===== src/rtl/raytracer_pkg.sv =====
// Shared raytracer geometry: a 32x32x32 voxel grid stored as a packed bitmap,
// one 32-bit word per x-row, word index {z, y}, voxel address {z, y, x}.
package raytracer_pkg;

    localparam int GRID_BITS      = 5;
    localparam int ADDR_BITS      = 3 * GRID_BITS;
    localparam int WORD_W         = 1 << GRID_BITS;
    localparam int WORD_ADDR_BITS = 2 * GRID_BITS;

    typedef enum logic [1:0] {
        ST_IDLE,
        ST_PRIME,
        ST_STREAM,
        ST_SETTLE
    } sls_state_t;

    function automatic logic [ADDR_BITS-1:0] voxel_addr(
        input logic [GRID_BITS-1:0] x,
        input logic [GRID_BITS-1:0] y,
        input logic [GRID_BITS-1:0] z
    );
        return {z, y, x};
    endfunction

endpackage


===== src/rtl/scene_load_streamer.sv =====
// Scene-load initiator: on start, reads the packed voxel bitmap from word memory
// and streams every voxel, in ascending address order, over the raytracer
// scene-load handshake. Word n+1 is prefetched while word n shifts out, so the
// stream has no bubble at word boundaries.
//
// Ports:
//   clk, rst          clock, synchronous active-high reset
//   start, abort      begin a full load (ignored while busy) / cancel a load
//   busy, done        load in progress / 1-cycle completion pulse
//   mem_rd_en/addr    bitmap word read request
//   mem_rd_data       read data, valid one cycle after mem_rd_en
//   load_mode/valid   scene-load mode and transfer valid to raytracer_top
//   load_ready        transfer accepted
//   load_addr/data    voxel address and occupancy bit
//   voxels_sent       accepted transfers this load
//   occupied_count    accepted transfers carrying a 1
//
// state     | meaning
// ----------+------------------------------------------------------------
// ST_IDLE   | waiting for start; counters hold the last load's totals
// ST_PRIME  | word 0 read issued, waiting one cycle for its data
// ST_STREAM | presenting voxels; next word prefetched into nxt_word
// ST_SETTLE | load_mode low, counting down before the done pulse
module scene_load_streamer
    import raytracer_pkg::*;
#(
    parameter int SETTLE_CYCLES = 10
) (
    input  logic                      clk,
    input  logic                      rst,
    input  logic                      start,
    input  logic                      abort,
    output logic                      busy,
    output logic                      done,
    output logic                      mem_rd_en,
    output logic [WORD_ADDR_BITS-1:0] mem_rd_addr,
    input  logic [WORD_W-1:0]         mem_rd_data,
    output logic                      load_mode,
    output logic                      load_valid,
    input  logic                      load_ready,
    output logic [ADDR_BITS-1:0]      load_addr,
    output logic                      load_data,
    output logic [ADDR_BITS:0]        voxels_sent,
    output logic [ADDR_BITS:0]        occupied_count
);

    localparam int SET_W = $clog2(SETTLE_CYCLES + 1);

    sls_state_t                state, state_nxt;
    logic [WORD_W-1:0]         cur_word, nxt_word;
    logic                      nxt_valid, rd_pend;
    logic [GRID_BITS-1:0]      bit_idx;
    logic [WORD_ADDR_BITS-1:0] word_idx;
    // One bit wider than the word address so "all words read" is its MSB.
    logic [WORD_ADDR_BITS:0]   rd_ptr;
    logic [SET_W-1:0]          settle_cnt;
    logic                      done_r;
    logic [ADDR_BITS:0]        sent_r, occ_r;
    logic                      xfer, last_bit, last_xfer;

    assign xfer      = load_valid && load_ready;
    assign last_bit  = (bit_idx == '1);
    assign last_xfer = xfer && last_bit && (word_idx == '1);

    assign busy           = (state != ST_IDLE);
    assign done           = done_r;
    assign mem_rd_addr    = rd_ptr[WORD_ADDR_BITS-1:0];
    assign load_addr      = voxel_addr(bit_idx, word_idx[GRID_BITS-1:0],
                                       word_idx[WORD_ADDR_BITS-1:GRID_BITS]);
    assign load_data      = cur_word[0];
    assign voxels_sent    = sent_r;
    assign occupied_count = occ_r;

    always_comb begin
        state_nxt  = state;
        load_mode  = 1'b0;
        load_valid = 1'b0;
        mem_rd_en  = 1'b0;
        case (state)
            ST_IDLE: begin
                if (start) state_nxt = ST_PRIME;
            end
            ST_PRIME: begin
                load_mode = 1'b1;
                mem_rd_en = !rd_pend;
                if (rd_pend) state_nxt = ST_STREAM;
            end
            ST_STREAM: begin
                load_mode  = 1'b1;
                load_valid = 1'b1;
                mem_rd_en  = !nxt_valid && !rd_pend && !rd_ptr[WORD_ADDR_BITS];
                if (last_xfer) state_nxt = ST_SETTLE;
            end
            ST_SETTLE: begin
                if (settle_cnt == '0) state_nxt = ST_IDLE;
            end
            default: state_nxt = ST_IDLE;
        endcase
        if (abort && state != ST_IDLE) state_nxt = ST_IDLE;
    end

    always_ff @(posedge clk) begin
        if (rst) begin
            state      <= ST_IDLE;
            cur_word   <= '0;
            nxt_word   <= '0;
            nxt_valid  <= 1'b0;
            rd_pend    <= 1'b0;
            bit_idx    <= '0;
            word_idx   <= '0;
            rd_ptr     <= '0;
            settle_cnt <= '0;
            done_r     <= 1'b0;
            sent_r     <= '0;
            occ_r      <= '0;
        end else begin
            state   <= state_nxt;
            done_r  <= (state == ST_SETTLE) && (settle_cnt == '0) && !abort;
            rd_pend <= mem_rd_en;

            if (mem_rd_en) rd_ptr <= rd_ptr + 1'b1;

            if (rd_pend) begin
                if (state == ST_PRIME) begin
                    cur_word <= mem_rd_data;
                end else begin
                    nxt_word  <= mem_rd_data;
                    nxt_valid <= 1'b1;
                end
            end

            // A word lasts at least WORD_W cycles, so the prefetch has always
            // landed in nxt_word before the boundary transfer consumes it.
            if (xfer) begin
                sent_r  <= sent_r + 1'b1;
                occ_r   <= occ_r + (ADDR_BITS+1)'(cur_word[0]);
                bit_idx <= bit_idx + 1'b1;
                if (last_bit) begin
                    cur_word  <= nxt_word;
                    nxt_valid <= 1'b0;
                    word_idx  <= word_idx + 1'b1;
                end else begin
                    cur_word <= cur_word >> 1;
                end
            end

            if (last_xfer) begin
                settle_cnt <= SET_W'(SETTLE_CYCLES - 1);
            end else if (state == ST_SETTLE && settle_cnt != '0) begin
                settle_cnt <= settle_cnt - 1'b1;
            end

            // Last so it overrides leftovers from an aborted load, including a
            // read still in flight when abort hit.
            if (state == ST_IDLE && start) begin
                sent_r    <= '0;
                occ_r     <= '0;
                rd_ptr    <= '0;
                rd_pend   <= 1'b0;
                nxt_valid <= 1'b0;
                bit_idx   <= '0;
                word_idx  <= '0;
            end
        end
    end

endmodule


===== config.mk =====
export PLATFORM = sky130hd
export DESIGN_NAME = scene_load_streamer
export DESIGN_NICKNAME = d
export VERILOG_FILES = /design/src/rtl/raytracer_pkg.sv /design/src/rtl/scene_load_streamer.sv
export SDC_FILE = /design/constraint.sdc
export NUM_CORES = 1
export LEC_CHECK = 0
export BUFFER_PORTS_ARGS = -buffer_cell sky130_fd_sc_hd__buf_2
export CORE_MARGIN = 2
export CORE_UTILIZATION = 50
export DETAILED_ROUTE_END_ITERATION = 10
export PLACE_DENSITY = 0.7
export RECOVER_POWER = 50
export SETUP_SLACK_MARGIN = 0.05
export SLEW_MARGIN = 30
export SYNTH_ARGS = -nofsm -noshare
export SYNTH_HDL_FRONTEND = slang
export SYNTH_SLANG_ARGS = --single-unit

===== constraint.sdc =====
create_clock -name clk -period 5.1 [get_ports clk]
set_input_delay 0.51 -clock clk [delete_from_list [all_inputs] [get_ports clk]]
set_output_delay 0.51 -clock clk [all_outputs]
set_load 0.03 [all_outputs]

* After elaboration in Yosys (flattened, before gate mapping)
Index checks and enable logic that the tools add are counted.
** Word-level totals
- Bits in registers :: 131
- Bits in latches :: 0
- Bits in writable memories :: 0
- Bits in read-only memories :: 0
- Input port bits :: 37
- Output and inout bits :: 63
- Word-level logic and storage cells :: 76
- Memories :: 0
** Operators by class
- Add/subtract/negate cells :: 6
- Multiply operators :: 0
- Divide/modulo/power cells :: 0
- Magnitude comparators :: 0
- Equality and inequality tests :: 9
- Shift operators :: 0
- Multiplexer cells :: 18
- Bitwise logic cells :: 1
- Reductions and logical operators :: 29
** Operators by type and width (count)
- $mux 32 :: 4
- $add 16x1->16 :: 1
- $add 16x1->16 const B :: 1
- $add 11x1->11 const B :: 1
- $add 10x1->10 const B :: 1
- $eq 10x10->1 const B :: 1
- $logic_and 1x1->1 :: 10
- $mux 2 :: 4
- $mux 4 :: 2
- $ne 2x2->1 const B :: 4
- $pmux 2 s4 :: 1
- $reduce_bool 2->1 :: 4
- $reduce_or 2->1 :: 4
- $mux 1 :: 6
- $reduce_and 2->1 :: 3
- $add 5x1->5 const B :: 1
- $eq 5x5->1 const B :: 1
- $eq 2x2->1 const B :: 2
- $logic_not 1->1 :: 4
- $logic_not 4->1 :: 1
- $reduce_and 4->1 :: 1
- $reduce_bool 4->1 :: 1
- $sub 4x1->4 const B :: 1
- $eq 2x1->1 const B :: 1
- 3 further kinds :: 3

* Depth between registers and ports, before layout
Gate-level depths: netlist of run 1.
- Depth after elaboration :: 7
- Depth in mapped cells :: 9

* Worst setup path before layout of run 1
OpenSTA, ideal clock, no wires.
- Kind :: reg2out
- Start :: reg state[0]
- End :: out mem_rd_en
- Arrival time :: 1.847 ns
- Path slack :: 2.743 ns
- Cell stages (with the launch flop) :: 7
- Path buffers :: 1
- Path through :: dfxtp_1 inv_1 ha_1 buf_4 nor3b_1 o21ai_1 inv_1
** On the way
- Word-level cells in the longest chain between the ends :: 2
- Elaborated cells between the ends (all ways) :: 3
- Classes of those cells :: 2 x eq/ne; 1 x mux
** Ends and longest elaborated chain
- start, declared :: line scene_load_streamer.sv:49 : sls_state_t state, state_nxt;
- start signal, assigned :: line scene_load_streamer.sv:117 : state <= state_nxt;
- $eq 2x2->1 / $eq 2x1->1 (equally long branches) :: line scene_load_streamer.sv:79 : case (state)
- $pmux 1 s2 * :: line scene_load_streamer.sv:79
- end, declared :: line scene_load_streamer.sv:35 : output logic mem_rd_en,
Mark *: on every way between the ends. The rest lies on a longest branch, timed or not.

* Worst setup path after layout of run 1
- Start :: reg state[0]
- End :: reg occ_r[5] (netlist: occupied_count[5])
** On the way
- Word-level cells in the longest chain between the ends :: 3
- Elaborated cells between the ends (all ways) :: 6
- Classes of those cells :: 1 x eq/ne; 1 x mux; 4 x reduce/logical
** Ends and longest elaborated chain
- $eq 2x2->1 / $logic_not 2->1 (equally long branches) :: line scene_load_streamer.sv:79, scene_load_streamer.sv:155
- $mux 1 / $logic_and 1x1->1 (equally long branches) :: line scene_load_streamer.sv:79, scene_load_streamer.sv:155
- $logic_and 1x1->1 / $reduce_or 2->1 (equally long branches)
- end signal, assigned :: line scene_load_streamer.sv:136 : occ_r <= occ_r + (ADDR_BITS+1)'(cur_word[0]);
- end, declared :: line scene_load_streamer.sv:58 : logic [ADDR_BITS:0] sent_r, occ_r;
Parallel ways exist; a longest one is shown, timed or not.
A chain may end at the register's enable or synchronous reset.

==> results.json, run 1 <==
{
  "die_height_um": 114,
  "largest_cells_by_area_after_synthesis": "sky130_fd_sc_hd__dfxtp_1 (44%), sky130_fd_sc_hd__nand2_1 (9.9%), sky130_fd_sc_hd__a21oi_1 (6.7%), sky130_fd_sc_hd__mux2i_1 (5.5%), sky130_fd_sc_hd__o211ai_1 (4.4%)",
  "tritoncts_num_sinks": 131,
  "global_route_congestion_overflow_total": 0,
  "ys_dominant_reg_cell": "sky130_fd_sc_hd__dfxtp_1",
  "cts_root_buf": "sky130_fd_sc_hd__clkbuf_16",
  "detailedRoute.firstIterationViolations": 398,
  "place_hpwl_um": 8990,
  "cts_setup_buffers": 0,
  "final-setup-viol-count": 0,
  "dp.cells": 918,
  "signal_arrival_time_at_the_worst_endpoint_ns": 3.98,
  "worstPathRequired_ns": 5.44,
  "maxClockFrequency_mhz": 275,
  "cts_buffers": 17,
  "asyncSetResetFlopFracSynth_pct": 0,
  "cp-start-kind": "register",
  "drt_pass1_iterations": 4,
  "synth_sequential_area_ratio_pct": 43.6,
  "layout-drive-gt1-share_pct": 10.5,
  "vias_per_cell": 5.53,
  "mapped_cells": 719,
  "post_drt_antenna_nets": 0,
  "clock_insertion_delay_worst_skew_ns": 0.42,
  "synthesis.area_mm2": 0.00602,
  "crit_fanout": 47,
  "synth_top_area_cell": "sky130_fd_sc_hd__dfxtp_1",
  "design.core.area_mm2": 0.0119,
  "post-synth-top-area-fraction_pct": 43.6,
  "drc": 0,
  "number_of_warning_messages_in_the_yosys_log": 0,
  "tritoncts": "yes",
  "postCtsHoldBufs": 0,
  "synth_edf_count": 0,
  "min_period_over_period_pct": 71.3,
  "synth_cell_types": 49,
  "timing.max_slew.rel_slack_pct": -14.0,
  "power.ir.vdd_worst_v": 0.000231,
  "max-clock-path-buffers": 2,
  "die_w_um": 114,
  "synth_nets": 769,
  "crit_path_end_kind": "register",
  "routed_wire_length_per_instance_um": 14.6,
  "first_global_vias": 4854,
  "ys_seq_elements": 131,
  "finalMaxSlewViolations": 34,
  "avgSynthCellArea_um2": 8.37,
  "rsz0062_at_grt": "false",
  "type_of_the_most_critical_hold_path": "input port to register",
  "io_buffer_count": 99,
  "nNetsFinal": 840,
  "clk_pin_slew_ns": 0.06,
  "post_layout_minimum_cycle_time_ns": 3.64,
  "floorplan.rows": 40,
  "timing.max_cap.violations": 1,
  "timing.setup.critical_path_class": "register to register",
  "worst_slew_pin_slew_ns": 1.71,
  "fp.dieArea_mm2": 0.0129,
  "antenna_cells": 0,
  "detailroute.via_count": 5252,
  "start_util_pct": 50.7,
  "cts-htree-levels": 4,
  "antenna_found_initial": 0,
  "grt_first_pass_wirelength_um": 22800,
  "power_density_mw_per_mm2": 410,
  "total_leakage_power_nw": 2.34,
  "failed_checks": "max-capacitance violations, max-slew violations",
  "finalClockSkew_ns": 0.00992,
  "final_hold_violations": 0,
  "grt_max_degree": 73,
  "finish.cell_count_without_fillers": 950,
  "syn2layout_area_growth_pct": 16.8,
  "track_usage_pct": 21.6,
  "cts_resized": 0,
  "outcome": "complete, but fails checks",
  "routed_wirelength_um": 13800,
  "fin_tns_setup_ns": 0,
  "pin_count": 100,
  "place.gp.congestion": 0.820
}
## sequential cells by signal, summed over array words and instances (netlist names), 4 cells and up
signal and flops:
voxels_sent 16, word_idx 10, rd_ptr 11, cur_word 32, bit_idx 5, nxt_word 32
occupied_count 16, settle_cnt 4
## synthesized netlist by cell type, types with 13 or more instances
library cell               instances
sky130_fd_sc_hd__a21oi_1          80
sky130_fd_sc_hd__buf_2            20
sky130_fd_sc_hd__nand3_1          20
sky130_fd_sc_hd__ha_1             13
sky130_fd_sc_hd__nand4_1          15
sky130_fd_sc_hd__dfxtp_1         131
sky130_fd_sc_hd__nand2_1         158
sky130_fd_sc_hd__mux2i_1          33
sky130_fd_sc_hd__xor2_1           22
sky130_fd_sc_hd__nor2_1           51
sky130_fd_sc_hd__inv_1            14
sky130_fd_sc_hd__clkbuf_1         16
sky130_fd_sc_hd__o211ai_1         35
sky130_fd_sc_hd__xnor2_1          21
## stage by stage
stage	util (%)	setup slack, ns	power (mW)	hold slack [ns]	area, um^2
detailed placement	54.7	2.28	1.65	0.443	6490
global route	59.3	1.23	3.01	0.293	7030
finish	59.3	1.46	2.88	0.308	7030
CTS	59.9	2.04	2.91	0.292	7110
floorplan	-	2.74	1.52	0.431	6020
global placement	54.7	2.41	1.63	0.438	6480
## cell usage in the layout (no fill, tap or decap), types with 4 or more instances in the layout
master	instances
sky130_fd_sc_hd__clkbuf_16	17
sky130_fd_sc_hd__nor3_1	9
sky130_fd_sc_hd__o21ai_0	5
sky130_fd_sc_hd__clkinv_2	4
sky130_fd_sc_hd__nor2_1	50
sky130_fd_sc_hd__xor2_1	22
sky130_fd_sc_hd__xnor2_1	21
sky130_fd_sc_hd__ha_1	12
sky130_fd_sc_hd__clkbuf_1	63
sky130_fd_sc_hd__and4_1	5
sky130_fd_sc_hd__nor4_1	6
sky130_fd_sc_hd__inv_1	14
sky130_fd_sc_hd__nand4_1	15
sky130_fd_sc_hd__clkbuf_8	4
sky130_fd_sc_hd__buf_2	38
sky130_fd_sc_hd__and3_1	9
sky130_fd_sc_hd__buf_4	6
sky130_fd_sc_hd__dfxtp_1	131
sky130_fd_sc_hd__o211ai_1	35
sky130_fd_sc_hd__nand3_1	20
sky130_fd_sc_hd__mux2i_1	33
sky130_fd_sc_hd__a21oi_1	79
sky130_fd_sc_hd__nand2_1	158
## layer usage
| metal | share of wire, % | vias to the layer above | global-route usage (%) | wire length, um |
|---|---|---|---|---|
| met3 | 4.3 | 19 | 4.99 | 594 |
| met1 | 47 | 2482 | 27.4 | 6510 |
| met2 | 47 | 123 | 36.0 | 6520 |
| li1 | - | 2628 | - | - |
| met4 | 1.6 | 0 | 8.05 | 219 |
| met5 | 0 | - | 0 | 0 |
## critical path, cell delays in order (launching register included)
cell and delay [ns]:
sky130_fd_sc_hd__dfxtp_1 0.34, sky130_fd_sc_hd__inv_1 0.12, sky130_fd_sc_hd__ha_1 0.50, sky130_fd_sc_hd__and2_0 1.36, sky130_fd_sc_hd__buf_4 0.61, sky130_fd_sc_hd__nand3_1 0.14, sky130_fd_sc_hd__or3_1 0.33, sky130_fd_sc_hd__a21oi_1 0.14
## cell type report
class / count / area, um^2
well taps: 147 / 184
multi-input cells: 520 / 3090
clock inverters: 9 / 126
repair buffers: 105 / 464
flip-flops and latches: 131 / 2620
clock buffers: 23 / 488
inverters: 15 / 56.3
fillers: 1059 / 4830
## final timing paths
path	slack, ns	to	start	cells after the start
worst max-delay path	1.46	occupied_count[5]	state[0]	7
worst min-delay path	0.31	done	abort	2
worst max register to register	1.46	occupied_count[5]	state[0]	7
worst min register to register	0.45	cur_word[16]	cur_word[16]	2
## kinds of logic (layout without fill, tap and decap cells)
logic type | after synthesis | count (layout) | share of synthesized area (%)
buffers and inverters | 68 | 152 | 5.41
and+or+nand+nor | 288 | 288 | 21.2
muxes | 33 | 33 | 5.49
adders and majority gates | 13 | 13 | 2.70
DFF | 131 | 131 | 43.6
AOI/OAI and AO/OA | 143 | 143 | 15.3
xor gates and xnor gates | 43 | 43 | 6.26
## power by group
part / internal, mW / switching [mW]
registers: 1.08 / 0.0394
clock network: 0.818 / 0.434
logic: 0.148 / 0.359
Power figures use the tool's default switching activity.
==> inputs of run 2 (changes only) <==
--- a/config.mk
+++ b/config.mk
@@ -5,11 +5,12 @@
 export SDC_FILE = /design/constraint.sdc
 export NUM_CORES = 1
 export LEC_CHECK = 0
+export ABC_AREA = 1
 export BUFFER_PORTS_ARGS = -buffer_cell sky130_fd_sc_hd__buf_2
 export CORE_MARGIN = 2
 export CORE_UTILIZATION = 50
 export DETAILED_ROUTE_END_ITERATION = 10
-export PLACE_DENSITY = 0.7
+export PLACE_DENSITY = 0.73
 export RECOVER_POWER = 50
 export SETUP_SLACK_MARGIN = 0.05
 export SLEW_MARGIN = 30
==> constraint.sdc (replaced) <==
create_clock -name clk -period 3 [get_ports clk]
set_input_delay 0.3 -clock clk [delete_from_list [all_inputs] [get_ports clk]]
set_output_delay 0.3 -clock clk [all_outputs]
set_load 0.03 [all_outputs]
==> run 2 against run 1 <==
  * Synthesized cell count is 20% higher
  * Critical path type unchanged
  * The flow now finishes without violations
  * First-iteration DRC count rose by 52%
  * Power rose by 63%
  * Worst hold slack worse by 0.25 ns
  * Combinational power is 52% higher
==> results.json, run 2 <==
{
  "worstPathRequired_ns": 3.33,
  "syn2layout_area_growth_pct": 16.0,
  "ys_seq_elements": 131,
  "asyncSetResetFlopFracSynth_pct": 0,
  "cts_setup_buffers": 0,
  "post-place-ws_ns": 0.840,
  "largest_cells_by_area_after_synthesis": "sky130_fd_sc_hd__dfxtp_1 (43%), sky130_fd_sc_hd__a21oi_1 (11%), sky130_fd_sc_hd__nand2_1 (11%), sky130_fd_sc_hd__o21ai_0 (7.0%), sky130_fd_sc_hd__nor2_1 (6.8%)",
  "tritoncts": "yes",
  "post-synth-top-area-fraction_pct": 42.7,
  "post_drt_antenna_nets": 0,
  "cts_resized": 0,
  "nNetsFinal": 992,
  "fin_tns_setup_ns": 0,
  "combPwrFrac_pct": 16.4,
  "synth_top_area_cell": "sky130_fd_sc_hd__dfxtp_1",
  "io_buffer_count": 99,
  "max-clock-path-buffers": 2,
  "standard_cell_area_after_detailed_placement_mm2": 0.00665,
  "synth_edf_count": 0,
  "crit_fanout": 26,
  "timing.setup.critical_path_class": "register to register",
  "worst_slew_pin_slew_ns": 1.10,
  "final_hold_violations": 0,
  "maxClockFrequency_mhz": 421,
  "final_cell_area_mm2": 0.00713,
  "utilization_pct": 59.3,
  "routed_wirelength_um": 14000,
  "detailedRoute.firstIterationViolations": 606,
  "vias_per_cell": 5.22,
  "start_util_pct": 51.1,
  "synth.cells.most_frequent": "sky130_fd_sc_hd__nand2_1 (174), sky130_fd_sc_hd__a21oi_1 (139), sky130_fd_sc_hd__dfxtp_1 (131)",
  "finalMaxSlewViolations": 0,
  "power_density_mw_per_mm2": 660,
  "synth_cell_types": 37,
  "clk_pin_slew_ns": 0.05,
  "synth.most_common_cell": "sky130_fd_sc_hd__nand2_1",
  "tritoncts_num_sinks": 131,
  "synth_sequential_area_ratio_pct": 42.7,
  "track_usage_pct": 21.5,
  "fp.dieArea_mm2": 0.0132,
  "design.core.area_mm2": 0.0120,
  "swShare_pct": 28.5,
  "die_w_um": 115,
  "post-route-worst-setup-slack_ns": 0.623,
  "total_leakage_power_nw": 2.69,
  "fill_count": 1200,
  "final-setup-viol-count": 0,
  "timing.max_slew.rel_slack_pct": 26.6,
  "outcome": "finished, final reports clean",
  "most-common-layout-cells": "sky130_fd_sc_hd__nand2_1 (174), sky130_fd_sc_hd__a21oi_1 (140), sky130_fd_sc_hd__dfxtp_1 (131), sky130_fd_sc_hd__nor2_1 (111), sky130_fd_sc_hd__o21ai_0 (86)",
  "signal_arrival_time_at_the_worst_endpoint_ns": 2.71,
  "postCtsHoldBufs": 0,
  "ys_dominant_reg_cell": "sky130_fd_sc_hd__dfxtp_1",
  "grt_max_degree": 67,
  "crit_path_end_kind": "register",
  "layout_commonest_cell": "sky130_fd_sc_hd__nand2_1",
  "cts_buffers": 17,
  "global_route_congestion_overflow_total": 0,
  "detailroute.via_count": 5747,
  "routed_wire_length_per_instance_um": 12.7,
  "pin_count": 100,
  "cp-start-kind": "register",
  "seq_power_share_pct": 42.3,
  "die_height_um": 115,
  "drt_pass1_iterations": 5,
  "avgSynthCellArea_um2": 7.09,
  "layout_top_registers": "cur_word x32, nxt_word x32",
  "cts-htree-levels": 4,
  "antenna_cells": 0,
  "clock_power_share_pct": 41.3,
  "timing.max_cap.violations": 0,
  "clock_insertion_delay_worst_skew_ns": 0.42,
  "grt_first_pass_wirelength_um": 23200,
  "antenna_found_initial": 0,
  "finalClockSkew_ns": 0.00544,
  "mapped_cells": 866,
  "rsz0062_at_grt": "false",
  "floorplan.rows": 40,
  "number_of_warning_messages_in_the_yosys_log": 0,
  "drc": 0,
  "intPower_mw": 3.36,
  "power.ir.vdd_worst_v": 0.000320,
  "place_hpwl_um": 9050,
  "type_of_the_most_critical_hold_path": "input port to register",
  "place.gp.congestion": 0.871,
  "min_period_over_period_pct": 79.2,
  "cts_root_buf": "sky130_fd_sc_hd__clkbuf_16",
  "synth_nets": 916,
  "layout-drive-gt1-share_pct": 10.4,
  "post_layout_minimum_cycle_time_ns": 2.38,
  "synthesis.area_mm2": 0.00614,
  "net-switching-power_mw": 1.34,
  "first_global_vias": 5143
}
[run 2: changes by cell type in the layout (fill, tap and decap cells not counted), moves of 7 or more]
cell                       delta
sky130_fd_sc_hd__o21ai_0     +81
sky130_fd_sc_hd__a21oi_1     +61
sky130_fd_sc_hd__nor2_1      +61
sky130_fd_sc_hd__inv_1       +48
sky130_fd_sc_hd__o211ai_1    -35
sky130_fd_sc_hd__mux2i_1     -33
sky130_fd_sc_hd__xnor2_1     -20
sky130_fd_sc_hd__nand2_1     +16
sky130_fd_sc_hd__xor2_1      -14
sky130_fd_sc_hd__and3_1       -9
sky130_fd_sc_hd__nand3_1      +7
[run 2: worst max-delay path, stage by stage, from the launching register on]
cell and delay (ns):
sky130_fd_sc_hd__dfxtp_1 0.37, sky130_fd_sc_hd__inv_1 0.10, sky130_fd_sc_hd__ha_1 0.22, sky130_fd_sc_hd__a21oi_1 0.13
sky130_fd_sc_hd__clkbuf_1 0.57, sky130_fd_sc_hd__clkinv_1 0.18, sky130_fd_sc_hd__clkbuf_2 0.42, sky130_fd_sc_hd__nor3b_1 0.29
[run 2: final timing paths]
path                                    startpoint                  to  slack, ns  depth (start not counted)
worst max-delay path                      state[0]   occupied_count[6]       0.62                          7
worst min-delay path                         abort                done       0.06                          2
worst max register to register            state[0]   occupied_count[6]       0.62                          7
worst min register to register  occupied_count[15]  occupied_count[15]       0.48                          2
[run 2: power by group through the flow]
stage,registers (mW),clock network [mW],logic (mW)
floorplan,2.02,0,0.588
global placement,2.02,0,0.775
detailed placement,2.02,0,0.785
CTS,1.99,1.97,0.789
global route,2.01,2.05,0.871
finish,1.99,1.94,0.770
[run 2: cell type report]
type                            instances  area (um^2)  area share [%]
Multi-Input combinational cell        618         3030            42.5
Sequential cell                       131         2620            36.8
Clock buffer                           29          551            7.72
Timing Repair Buffer                  107          472            6.62
Inverter                               67          251            3.53
Tap cell                              147          184            2.58
Clock inverter                          3         15.0           0.211
[run 2: per-layer routing]
metal / global-route usage [%] / wire (um) / up-vias
met5: 0 / 0 / -
met4: 6.99 / 111 / 0
met3: 5.27 / 859 / 7
met2: 35.3 / 6330 / 156
met1: 27.9 / 6740 / 2593
li1: - / - / 2991
[run 2: kinds of logic (layout without fill, tap and decap cells)]
| group | after synthesis | after routing | share of synthesized area (%) |
|---|---|---|---|
| compound gates | 236 | 236 | 19.8 |
| fa+ha+maj | 13 | 13 | 2.65 |
| simple gates | 360 | 360 | 25.5 |
| flops | 131 | 131 | 42.7 |
| buf+inv | 117 | 206 | 8.02 |
| xor+xnor | 9 | 9 | 1.28 |
[run 2: through the flow]
step	hold WS (ns)	power [mW]	cells
after global placement	0.465	2.80	1070
after global routing	0.0476	4.93	1102
final	0.0561	4.71	1102
after CTS	0.0411	4.75	1102
after floorplan	0.369	2.61	866
after detailed placement	0.471	2.81	1070
